`src/rtl/mem_access_stage_if.sv`:
```
// Data-memory port of the Mem stage: word address, write data/strobe, read strobe
// and read data returned one cycle after the read strobe.
interface mem_access_stage_if #(
  parameter int ADDR_W = 11
);
  logic [ADDR_W-1:0] m_addr;
  logic [15:0]       m_wdata;
  logic              m_we;
  logic              m_re;
  logic [15:0]       m_rdata;

  modport master (
    output m_addr,
    output m_wdata,
    output m_we,
    output m_re,
    input  m_rdata
  );

  modport slave (
    input  m_addr,
    input  m_wdata,
    input  m_we,
    input  m_re,
    output m_rdata
  );
endinterface

```
`src/rtl/mem_access_stage.sv`:
```
// Mem-stage controller: narrow/wide loads, stores, pushes and pops on a 16-bit memory,
// with stack pointer and stall generation. Optional stack bounds check: STACK_GUARD_EN.
module mem_access_stage #(
  parameter int                ADDR_W  = 11,
  parameter logic [ADDR_W-1:0] SP_INIT = 11'h7FF
) (
  input  logic               clk,
  input  logic               rst,
  input  logic               i_valid,
  input  logic               i_mem_rd,
  input  logic               i_mem_wr,
  input  logic               i_sp,
  input  logic               i_wide,
  input  logic [15:0]        i_addr,
  input  logic [31:0]        i_wdata,
  input  logic [3:0]         i_WB,
  input  logic [15:0]        i_alu,
  input  logic [2:0]         i_Rdst,
  mem_access_stage_if.master mem,
  output logic               o_stall,
  output logic [3:0]         o_WB,
  output logic [31:0]        o_MemData,
  output logic [15:0]        o_alu,
  output logic [2:0]         o_Rdst,
  output logic               o_stack_err
);

  typedef enum logic [1:0] {
    IDLE = 2'd0,
    RD1  = 2'd1,
    RD2  = 2'd2,
    WR2  = 2'd3
  } state_t;

  localparam logic [ADDR_W-1:0] ONE = ADDR_W'(1);
  localparam logic [ADDR_W-1:0] TWO = ADDR_W'(2);

  state_t            state_r;
  state_t            next_s;
  logic [ADDR_W-1:0] sp_r;
  logic [ADDR_W-1:0] base_s;
  logic [ADDR_W-1:0] base_hi_s;
  logic [ADDR_W-1:0] words_s;
  logic [ADDR_W-1:0] addr_s;
  logic [15:0]       hi_r;
  logic [15:0]       wdata_s;
  logic [31:0]       memdata_s;
  logic              active_s;
  logic              we_s;
  logic              re_s;
  logic              stall_s;
  logic              done_s;
  logic              fault_s;
  logic              fault_hit_s;
  logic              unused_s;

  assign unused_s  = ^i_addr[15:ADDR_W];
  assign active_s  = i_valid & (i_mem_rd | i_mem_wr);
  assign words_s   = i_wide ? TWO : ONE;
  assign base_hi_s = base_s + ONE;

  // Base address: stack ops address relative to SP (push below, pop above), others use the ALU result
  always_comb begin
    base_s = i_addr[ADDR_W-1:0];
    if (i_sp) begin
      if (i_mem_wr) begin
        base_s = i_wide ? (sp_r - ONE) : sp_r;
      end else begin
        base_s = sp_r + ONE;
      end
    end else begin
      base_s = i_addr[ADDR_W-1:0];
    end
  end

`ifdef STACK_GUARD_EN
  logic [ADDR_W-1:0] used_s;
  logic              err_r;

  assign used_s  = SP_INIT - sp_r;
  assign fault_s = active_s & i_sp & (i_mem_wr ? (sp_r < words_s) : (used_s < words_s));

  // Sticky stack fault flag, cleared only by reset
  always_ff @(posedge clk or posedge rst) begin
    if (rst) begin
      err_r <= 1'b0;
    end else if (fault_hit_s) begin
      err_r <= 1'b1;
    end else begin
      err_r <= err_r;
    end
  end

  assign o_stack_err = err_r;
`else
  assign fault_s     = 1'b0;
  assign o_stack_err = 1'b0;
`endif

  // Next-state and strobe decode; inputs stay stable while stalled so they still describe the op
  always_comb begin
    next_s      = state_r;
    we_s        = 1'b0;
    re_s        = 1'b0;
    addr_s      = base_s;
    wdata_s     = 16'h0000;
    stall_s     = 1'b0;
    memdata_s   = 32'h0000_0000;
    done_s      = 1'b0;
    fault_hit_s = 1'b0;
    case (state_r)
      IDLE: begin
        if (!active_s) begin
          next_s = IDLE;
        end else if (fault_s) begin
          fault_hit_s = 1'b1;
        end else if (i_mem_wr) begin
          we_s = 1'b1;
          if (i_wide) begin
            wdata_s = i_wdata[31:16];
            stall_s = 1'b1;
            next_s  = WR2;
          end else begin
            wdata_s = i_wdata[15:0];
            done_s  = 1'b1;
          end
        end else begin
          re_s    = 1'b1;
          stall_s = 1'b1;
          next_s  = i_wide ? RD1 : RD2;
        end
      end
      RD1: begin
        re_s    = 1'b1;
        addr_s  = base_hi_s;
        stall_s = 1'b1;
        next_s  = RD2;
      end
      RD2: begin
        memdata_s = i_wide ? {hi_r, mem.m_rdata} : {16'h0000, mem.m_rdata};
        done_s    = 1'b1;
        next_s    = IDLE;
      end
      WR2: begin
        we_s    = 1'b1;
        addr_s  = base_hi_s;
        wdata_s = i_wdata[15:0];
        done_s  = 1'b1;
        next_s  = IDLE;
      end
      default: begin
        next_s = IDLE;
      end
    endcase
  end

  // State, stack pointer and upper-word holding register
  always_ff @(posedge clk or posedge rst) begin
    if (rst) begin
      state_r <= IDLE;
      sp_r    <= SP_INIT;
      hi_r    <= 16'h0000;
    end else begin
      state_r <= next_s;
      if (done_s && i_sp) begin
        sp_r <= i_mem_wr ? (sp_r - words_s) : (sp_r + words_s);
      end else begin
        sp_r <= sp_r;
      end
      if (state_r == RD1) begin
        hi_r <= mem.m_rdata;
      end else begin
        hi_r <= hi_r;
      end
    end
  end

  assign mem.m_we    = we_s & ~rst;
  assign mem.m_re    = re_s & ~rst;
  assign mem.m_addr  = addr_s;
  assign mem.m_wdata = wdata_s;
  assign o_stall     = stall_s & ~rst;
  assign o_WB        = (o_stall | fault_hit_s) ? 4'h0 : i_WB;
  assign o_MemData   = memdata_s;
  assign o_alu       = i_alu;
  assign o_Rdst      = i_Rdst;

endmodule
```
`src/flat_wrapper.sv`:
```
// flat-port wrapper written by rule: the top's interface ports become plain ports
module mem_access_stage_flat 
#(
  parameter int                ADDR_W  = 11,
  parameter logic [ADDR_W-1:0] SP_INIT = 11'h7FF
)
  (clk, rst, i_valid, i_mem_rd, i_mem_wr, i_sp, i_wide, i_addr, i_wdata, i_WB, i_alu, i_Rdst, o_stall, o_WB, o_MemData, o_alu, o_Rdst, o_stack_err, mem_m_addr, mem_m_wdata, mem_m_we, mem_m_re, mem_m_rdata);
  mem_access_stage_if #(.ADDR_W(ADDR_W)) mem_i ();
  input  logic clk;
  input  logic rst;
  input  logic i_valid;
  input  logic i_mem_rd;
  input  logic i_mem_wr;
  input  logic i_sp;
  input  logic i_wide;
  input  logic [15:0] i_addr;
  input  logic [31:0] i_wdata;
  input  logic [3:0] i_WB;
  input  logic [15:0] i_alu;
  input  logic [2:0] i_Rdst;
  output logic o_stall;
  output logic [3:0] o_WB;
  output logic [31:0] o_MemData;
  output logic [15:0] o_alu;
  output logic [2:0] o_Rdst;
  output logic o_stack_err;
  output wire logic [$bits(mem_i.m_addr)-1:0] mem_m_addr;
  output wire logic [$bits(mem_i.m_wdata)-1:0] mem_m_wdata;
  output wire logic [$bits(mem_i.m_we)-1:0] mem_m_we;
  output wire logic [$bits(mem_i.m_re)-1:0] mem_m_re;
  input wire logic [$bits(mem_i.m_rdata)-1:0] mem_m_rdata;
  assign mem_m_addr = mem_i.m_addr;
  assign mem_m_wdata = mem_i.m_wdata;
  assign mem_m_we = mem_i.m_we;
  assign mem_m_re = mem_i.m_re;
  assign mem_i.m_rdata = mem_m_rdata;
  mem_access_stage #(.ADDR_W(ADDR_W), .SP_INIT(SP_INIT)) u_core (.clk(clk), .rst(rst), .i_valid(i_valid), .i_mem_rd(i_mem_rd), .i_mem_wr(i_mem_wr), .i_sp(i_sp), .i_wide(i_wide), .i_addr(i_addr), .i_wdata(i_wdata), .i_WB(i_WB), .i_alu(i_alu), .i_Rdst(i_Rdst), .mem(mem_i), .o_stall(o_stall), .o_WB(o_WB), .o_MemData(o_MemData), .o_alu(o_alu), .o_Rdst(o_Rdst), .o_stack_err(o_stack_err));
endmodule
```
`config.mk`:
```
export PLATFORM = sky130hd
export DESIGN_NAME = mem_access_stage_flat
export DESIGN_NICKNAME = d
export VERILOG_FILES = /design/src/rtl/mem_access_stage_if.sv /design/src/rtl/mem_access_stage.sv /design/src/flat_wrapper.sv
export SDC_FILE = /design/constraint.sdc
export NUM_CORES = 1
export LEC_CHECK = 0
export ABC_CLOCK_PERIOD_IN_PS = 2700
export CAP_MARGIN = 0
export CORE_UTILIZATION = 35
export DETAILED_ROUTE_END_ITERATION = 10
export HOLD_SLACK_MARGIN = 0.1
export PLACE_DENSITY = 0.8
export RECOVER_POWER = 50
export SYNTH_ARGS = -nofsm -noshare
export SYNTH_HDL_FRONTEND = slang
export SYNTH_SLANG_ARGS = --single-unit
export TNS_END_PERCENT = 50
```
`constraint.sdc`:
```
create_clock -name clk -period 2.7 [get_ports clk]
set_input_delay 0.27 -clock clk [delete_from_list [all_inputs] [get_ports clk]]
set_output_delay 0.27 -clock clk [all_outputs]
set_load 0.005 [all_outputs]
```
After elaboration in Yosys (flattened, before gate mapping)
Cells that the tools add are included.
Widths: inputs -> output; s select.
Word-level totals
  word-level logic and storage cells: 54
  register bits: 29
  bits of input ports: 94
  output and inout port bits: 86
Cells by class
  $add $sub $neg: 5
  bitwise gates (word level): 6
  mux-type cells: 32
  eq/ne operators: 4
  reductions and logical operators: 4
Operator list (number)
  $mux 32: 2
  $mux 11: 5
  $mux 16: 3
  $pmux 16 s2: 1
  $add 11x1->11 const B: 2
  $add 11x11->11: 1
  $sub 11x1->11 const B: 1
  $sub 11x11->11: 1
  $mux 1: 10
  $mux 2: 5
  $pmux 1 s2: 4
  $pmux 2 s3: 1
  $and 1x1->1: 4
  $eq 2x2->1 const B: 2
  $mux 4: 1
  $ne 4x4->1 const B: 1
  $reduce_or 2->1: 2
  $eq 2x1->1 const B: 1
  $logic_not 2->1: 1
  $logic_and 1x1->1: 1
  $not 1->1: 1
  $or 1x1->1: 1

Longest topological paths before layout
Gate-level depths: netlist (run 1).
  word-level depth: 6
  gate-level depth with buffers: 12
  depth with buffers taken out: 11

Worst setup path before layout (run 1)
Ideal clock, no wire load.
  kind: flip-flop to output port
  from: register u_core.sp_r[1]
  to: output mem_m_addr[10]
  cell stages (with the launch flop): 10
  path buffers: 0
  setup slack: 0.384 ns
  data arrival time: 2.046 ns
  required time: 2.430 ns
  cell sequence: dfstp_2 inv_1 ha_1 and4b_1 and3_1 or3_1 a31oi_1 a21oi_1 nand3b_1 xor2_1
Between the ends
  cells in the longest elaborated chain, start to end: 6
  elaborated cells between the ends (all ways): 7
  those cells by class: 3 x add/sub; 4 x mux
RTL lines
  start, declared: RTL line mem_access_stage.sv:40  | logic [ADDR_W-1:0] sp_r;
  start signal, assigned: RTL line mem_access_stage.sv:166  | sp_r <= i_mem_wr ? (sp_r - words_s) : (sp_r + words_s);
  start signal, assigned: RTL line mem_access_stage.sv:168  | sp_r <= sp_r;
  $sub 11x1->11: RTL line mem_access_stage.sv:67  | base_s = i_wide ? (sp_r - ONE) : sp_r;
  $mux 11: RTL line mem_access_stage.sv:67
  $mux 11 (*): RTL line mem_access_stage.sv:66  | if (i_mem_wr) begin
  $mux 11 (*): RTL line mem_access_stage.sv:65  | if (i_sp) begin
  $add 11x1->11: RTL line mem_access_stage.sv:60  | assign base_hi_s = base_s + ONE;
  $mux 11 (*): RTL line mem_access_stage.sv:111  | case (state_r)
  end, declared: RTL line flat_wrapper.sv:27  | output wire logic [$bits(mem_i.m_addr)-1:0] mem_m_addr;
Mark *: on every way between the ends. The rest lies on a longest branch, timed or not.

Worst setup path after layout (run 1)
  from: register u_core.sp_r[0]
  to: output mem_m_addr[10]
The elaborated chain is that of the path after synthesis.

==> reports/results.txt, run 1 <==
status - finished with violations
failing checks - max-capacitance violations, max-slew violations, negative setup slack
Critical-path top delay cell - dfstp_2
placed cell area - 4538 um2
synthesis-to-layout area growth - 60.94%
Slew Viols, Final - 30
post-layout net count - 618
Ports - 180
Fin Clk Skew - 0.002359 ns
final setup margin - -0.1340 ns
die width - 94.16 um
share of layout cells above drive strength 1 - 23.47%
Worst Path Buf+Inv - 2
ys async rst share - 100.0%
Synth Instances - 356
min cycle time layout - 2.834 ns
DRC - 0
top-area cell type share of the netlist area - 15.15%
Clock Power Share - 12.5%
die area - 8866 um2
post-synth top area cell - dfrtp_1
Worst Tran Pin Value - 1.564 ns
post-synthesis sequential area ratio - 24.87%
Num CTS Buffers - 5
Crit Path Class - reg -> out
Slew HR - -4.241%
crit path launch type - flop
average cell area after synthesis - 8.351 um2
worst path cell trace - inv_2, ha_4, and4b_1, and3_4, or3_4, a31oi_4, a21oi_1, nand3b_1, xor2_1, dlygate4sd2_1
P per Cell Area - 662.8 nW/um2
DIE HEIGHT - 94.16 um
DP HPWL - 6783 um
CP max FO - 4
routed wire length - 8904 um
largest net degree at the start of global routing - 33
H-tree Lvls - 2
Initial Utilization - 36.18%
# clock sinks - 29
fin area - 4785 um2
DR WL/cell - 14.55 um
critical path's largest stage delay - 0.57 ns
synthesized flop and latch total - 29
first-pass GRT wire length - 13880 um
GRT Util Overall - 19.61%
fin crit share - 105.0%
Root Buffer - clkbuf_8
final setup vio count - 4
Syn Nets - 468
unrepaired setup endpoints after global routing - yes
sw frac - 37.92%
synth top area cells - dfrtp_1 15%, dfstp_2 9.7%, mux2_2 7.6%, ha_1 7.2%, buf_4 5.8%
Antenna diodes - 0
ANT nets after route - 0
clock tree buffer depth - 2
CTS tree - built
clock-pin slew on the worst setup and hold paths - 0.06 ns
Unique masters post-synth - 56
number of DRC markers in iteration 0 - 111
Max Cap Violations - 1
drt first pass iters - 5
total number of vias - 3160
Post-synth EDFFs - 0
combinational group share of total power - 60.2%
Final Hold Vio Count - 0
Hold WC Path Type - reg -> reg
Syn. warnings - 0
final std cells w/o fill - 612
Seq pwr share - 27.3%
Crit. End Element - primary output
IO Port Bufs - 135
mapped cell area - 2973 um2
peak supply drop - 298.5 uV
number of global-route vias before repair - 3100
Worst path top cell family by delay - simple AND/OR/NAND/NOR gates
top_reg_cell synth - dfrtp_1
aggregate global routing overflow - 0
leak pwr - 2.008 nW
gpl congestion - 0.7625
vias per inst - 5.163
cts-stage hold buffer count - 0
Arr. time, crit path - 2.56 ns
Rows - 33
fmax - 0.3529 GHz
CP required - 2.43 ns
fill count - 705
P_sw - 1.202 mW
CORE AREA - 8217 um2
clk_lat worst skew - 0.28 ns
Int Pwr - 1.969 mW
number of antenna violations at the first check in global routing - 0
dpl cells - 598
worst paths after layout:
check / from / to / slack [ns] / cells past startpoint
worst max-delay path: u_core.sp_r[0]$_DFFE_PP1P_ / mem_m_addr[10] / -0.13 / 10
worst min-delay path: u_core.hi_r[8]$_DFFE_PP0P_ / u_core.hi_r[8]$_DFFE_PP0P_ / 0.50 / 1
worst max register to register: u_core.sp_r[0]$_DFFE_PP1P_ / u_core.sp_r[10]$_DFFE_PP1P_ / 0.32 / 12
worst min register to register: u_core.hi_r[8]$_DFFE_PP0P_ / u_core.hi_r[8]$_DFFE_PP0P_ / 0.50 / 1
max in group asynchronous: rst / u_core.hi_r[11]$_DFFE_PP0P_ / 0.73 / 3
min in group asynchronous: rst / u_core.state_r[1]$_DFFE_PP0P_ / 1.06 / 3
registers in the layout (all words and copies together), names as in the netlist:
name	count
u_core.hi_r	16
u_core.sp_r	11
u_core.state_r	2
layer usage:
| layer | up-vias | share of wire (%) | global-route usage, % |
|---|---|---|---|
| met5 | - | 0 | 0 |
| met4 | 0 | 1.1 | 5.256 |
| met3 | 12 | 6.4 | 5.016 |
| met2 | 116 | 49 | 33.39 |
| met1 | 1488 | 43 | 24.32 |
| li1 | 1544 | - | - |
repair_timing:
item	in CTS	in global routing
setup buffers	7	3
cloned	0	0
hold endpoints to repair	0	0
resized for setup	35	19
setup endpoints to repair	10	34
pin swaps	10	10
worst register-to-register path, delay by kind of cell (launching register included):
kind                     cells  cell delay (ns)
AO/OA/AOI/OAI                4             0.71
XOR/XNOR                     2             0.29
adder cells (fa/ha/maj)      2             0.57
buffers and inverters        3             0.26
flip-flops                   1             0.39
AND/OR/NAND/NOR              1             0.12
per-stage QoR:
step           power (mW)  setup slack [ns]  hold slack, ns  setup TNS, ns  utilization (%)
2_1_floorplan       1.863            0.3841          0.3400              0                -
3_3_place_gp        2.538           -0.3160          0.4813         -2.212            55.23
3_5_place_dp        2.617           -0.3766          0.4878         -2.966            55.23
4_1_cts             3.123           -0.1903          0.4658        -0.4646            57.56
5_1_grt             3.439           -0.2527          0.5182         -1.174            58.23
6_report            3.171           -0.1340          0.5003        -0.3111            58.23
Yosys cell counts, drive strengths merged, types with 2 or more instances:
cell type  number
mux2i           7
a22oi          16
o221ai          2
and2           16
buf            26
a21oi          15
mux2           20
o31ai           2
dfstp          11
nor3            9
or3             3
o22ai           2
o21a            4
inv            17
a21o            2
a211oi          2
o21ai          14
a32oi           2
nor2           24
clkbuf         12
o211ai          2
xnor2          11
dfrtp          18
and3           18
and4b           2
a31oi           3
nand2          22
nand3           9
nand2b          6
nand4           4
ha             17
xor2           12
nor4            2
nor2b           6
o21bai          3
nand3b          2
cell type report:
cell class	instances	area (um2)	share of cell area, %
Clock buffer	7	96.34	2.014
Clock inverter	1	5.005	0.1046
Sequential cell	29	739.5	15.46
Multi-Input combinational cell	272	2071	43.28
Tap cell	105	131.4	2.746
Inverter	17	63.81	1.334
Timing Repair Buffer	181	1678	35.07
power groups by stage:
stage | sequential (mW) | combinational (mW) | clock (mW)
6_report | 0.867 | 1.91 | 0.395
5_1_grt | 0.897 | 2.10 | 0.439
4_1_cts | 0.864 | 1.85 | 0.410
3_5_place_dp | 0.868 | 1.75 | 0
3_3_place_gp | 0.855 | 1.68 | 0
2_1_floorplan | 0.795 | 1.07 | 0
cells in the final DEF, fill, tap and decap left out, types with 3 or more instances in the layout:
| master | count |
|---|---|
| o21a_1 | 4 |
| a21oi_2 | 3 |
| mux2_2 | 19 |
| a22oi_1 | 16 |
| dfrtp_1 | 18 |
| clkdlybuf4s50_1 | 123 |
| buf_2 | 4 |
| mux2i_1 | 6 |
| clkbuf_8 | 7 |
| a21oi_1 | 12 |
| nand2_1 | 19 |
| and3_1 | 16 |
| nand2b_1 | 5 |
| dfstp_2 | 11 |
| xor2_1 | 12 |
| buf_4 | 42 |
| o21ai_0 | 12 |
| nor2b_1 | 6 |
| nor2_1 | 23 |
| nand3_1 | 8 |
| nand4_1 | 4 |
| xnor2_1 | 11 |
| dlygate4sd2_1 | 4 |
| and2_1 | 16 |
| nor3_1 | 7 |
| ha_1 | 14 |
| inv_1 | 15 |
| nand2_2 | 3 |
kinds of logic after synthesis:
group	after synthesis	synth area share, %
DFF	29	24.87
other	1	0.1261
AOI/OAI and AO/OA	75	17.05
and+or+nand+nor	128	23.53
adders and majority gates	18	7.828
xor gates and xnor gates	23	6.776
muxes	27	9.933
buffers and inverters	55	9.891
Power figures use the tool's default switching activity.
==> run 2: changes to the inputs <==
--- a/config.mk
+++ b/config.mk
@@ -5,8 +5,10 @@
 export SDC_FILE = /design/constraint.sdc
 export NUM_CORES = 1
 export LEC_CHECK = 0
+export ABC_AREA = 0
 export ABC_CLOCK_PERIOD_IN_PS = 2700
 export CAP_MARGIN = 0
+export CORE_MARGIN = 1
 export CORE_UTILIZATION = 35
 export DETAILED_ROUTE_END_ITERATION = 10
 export HOLD_SLACK_MARGIN = 0.1
==> results of run 2 <==
Same layout as run 1: the final DEF is identical, and so are final timing and power.
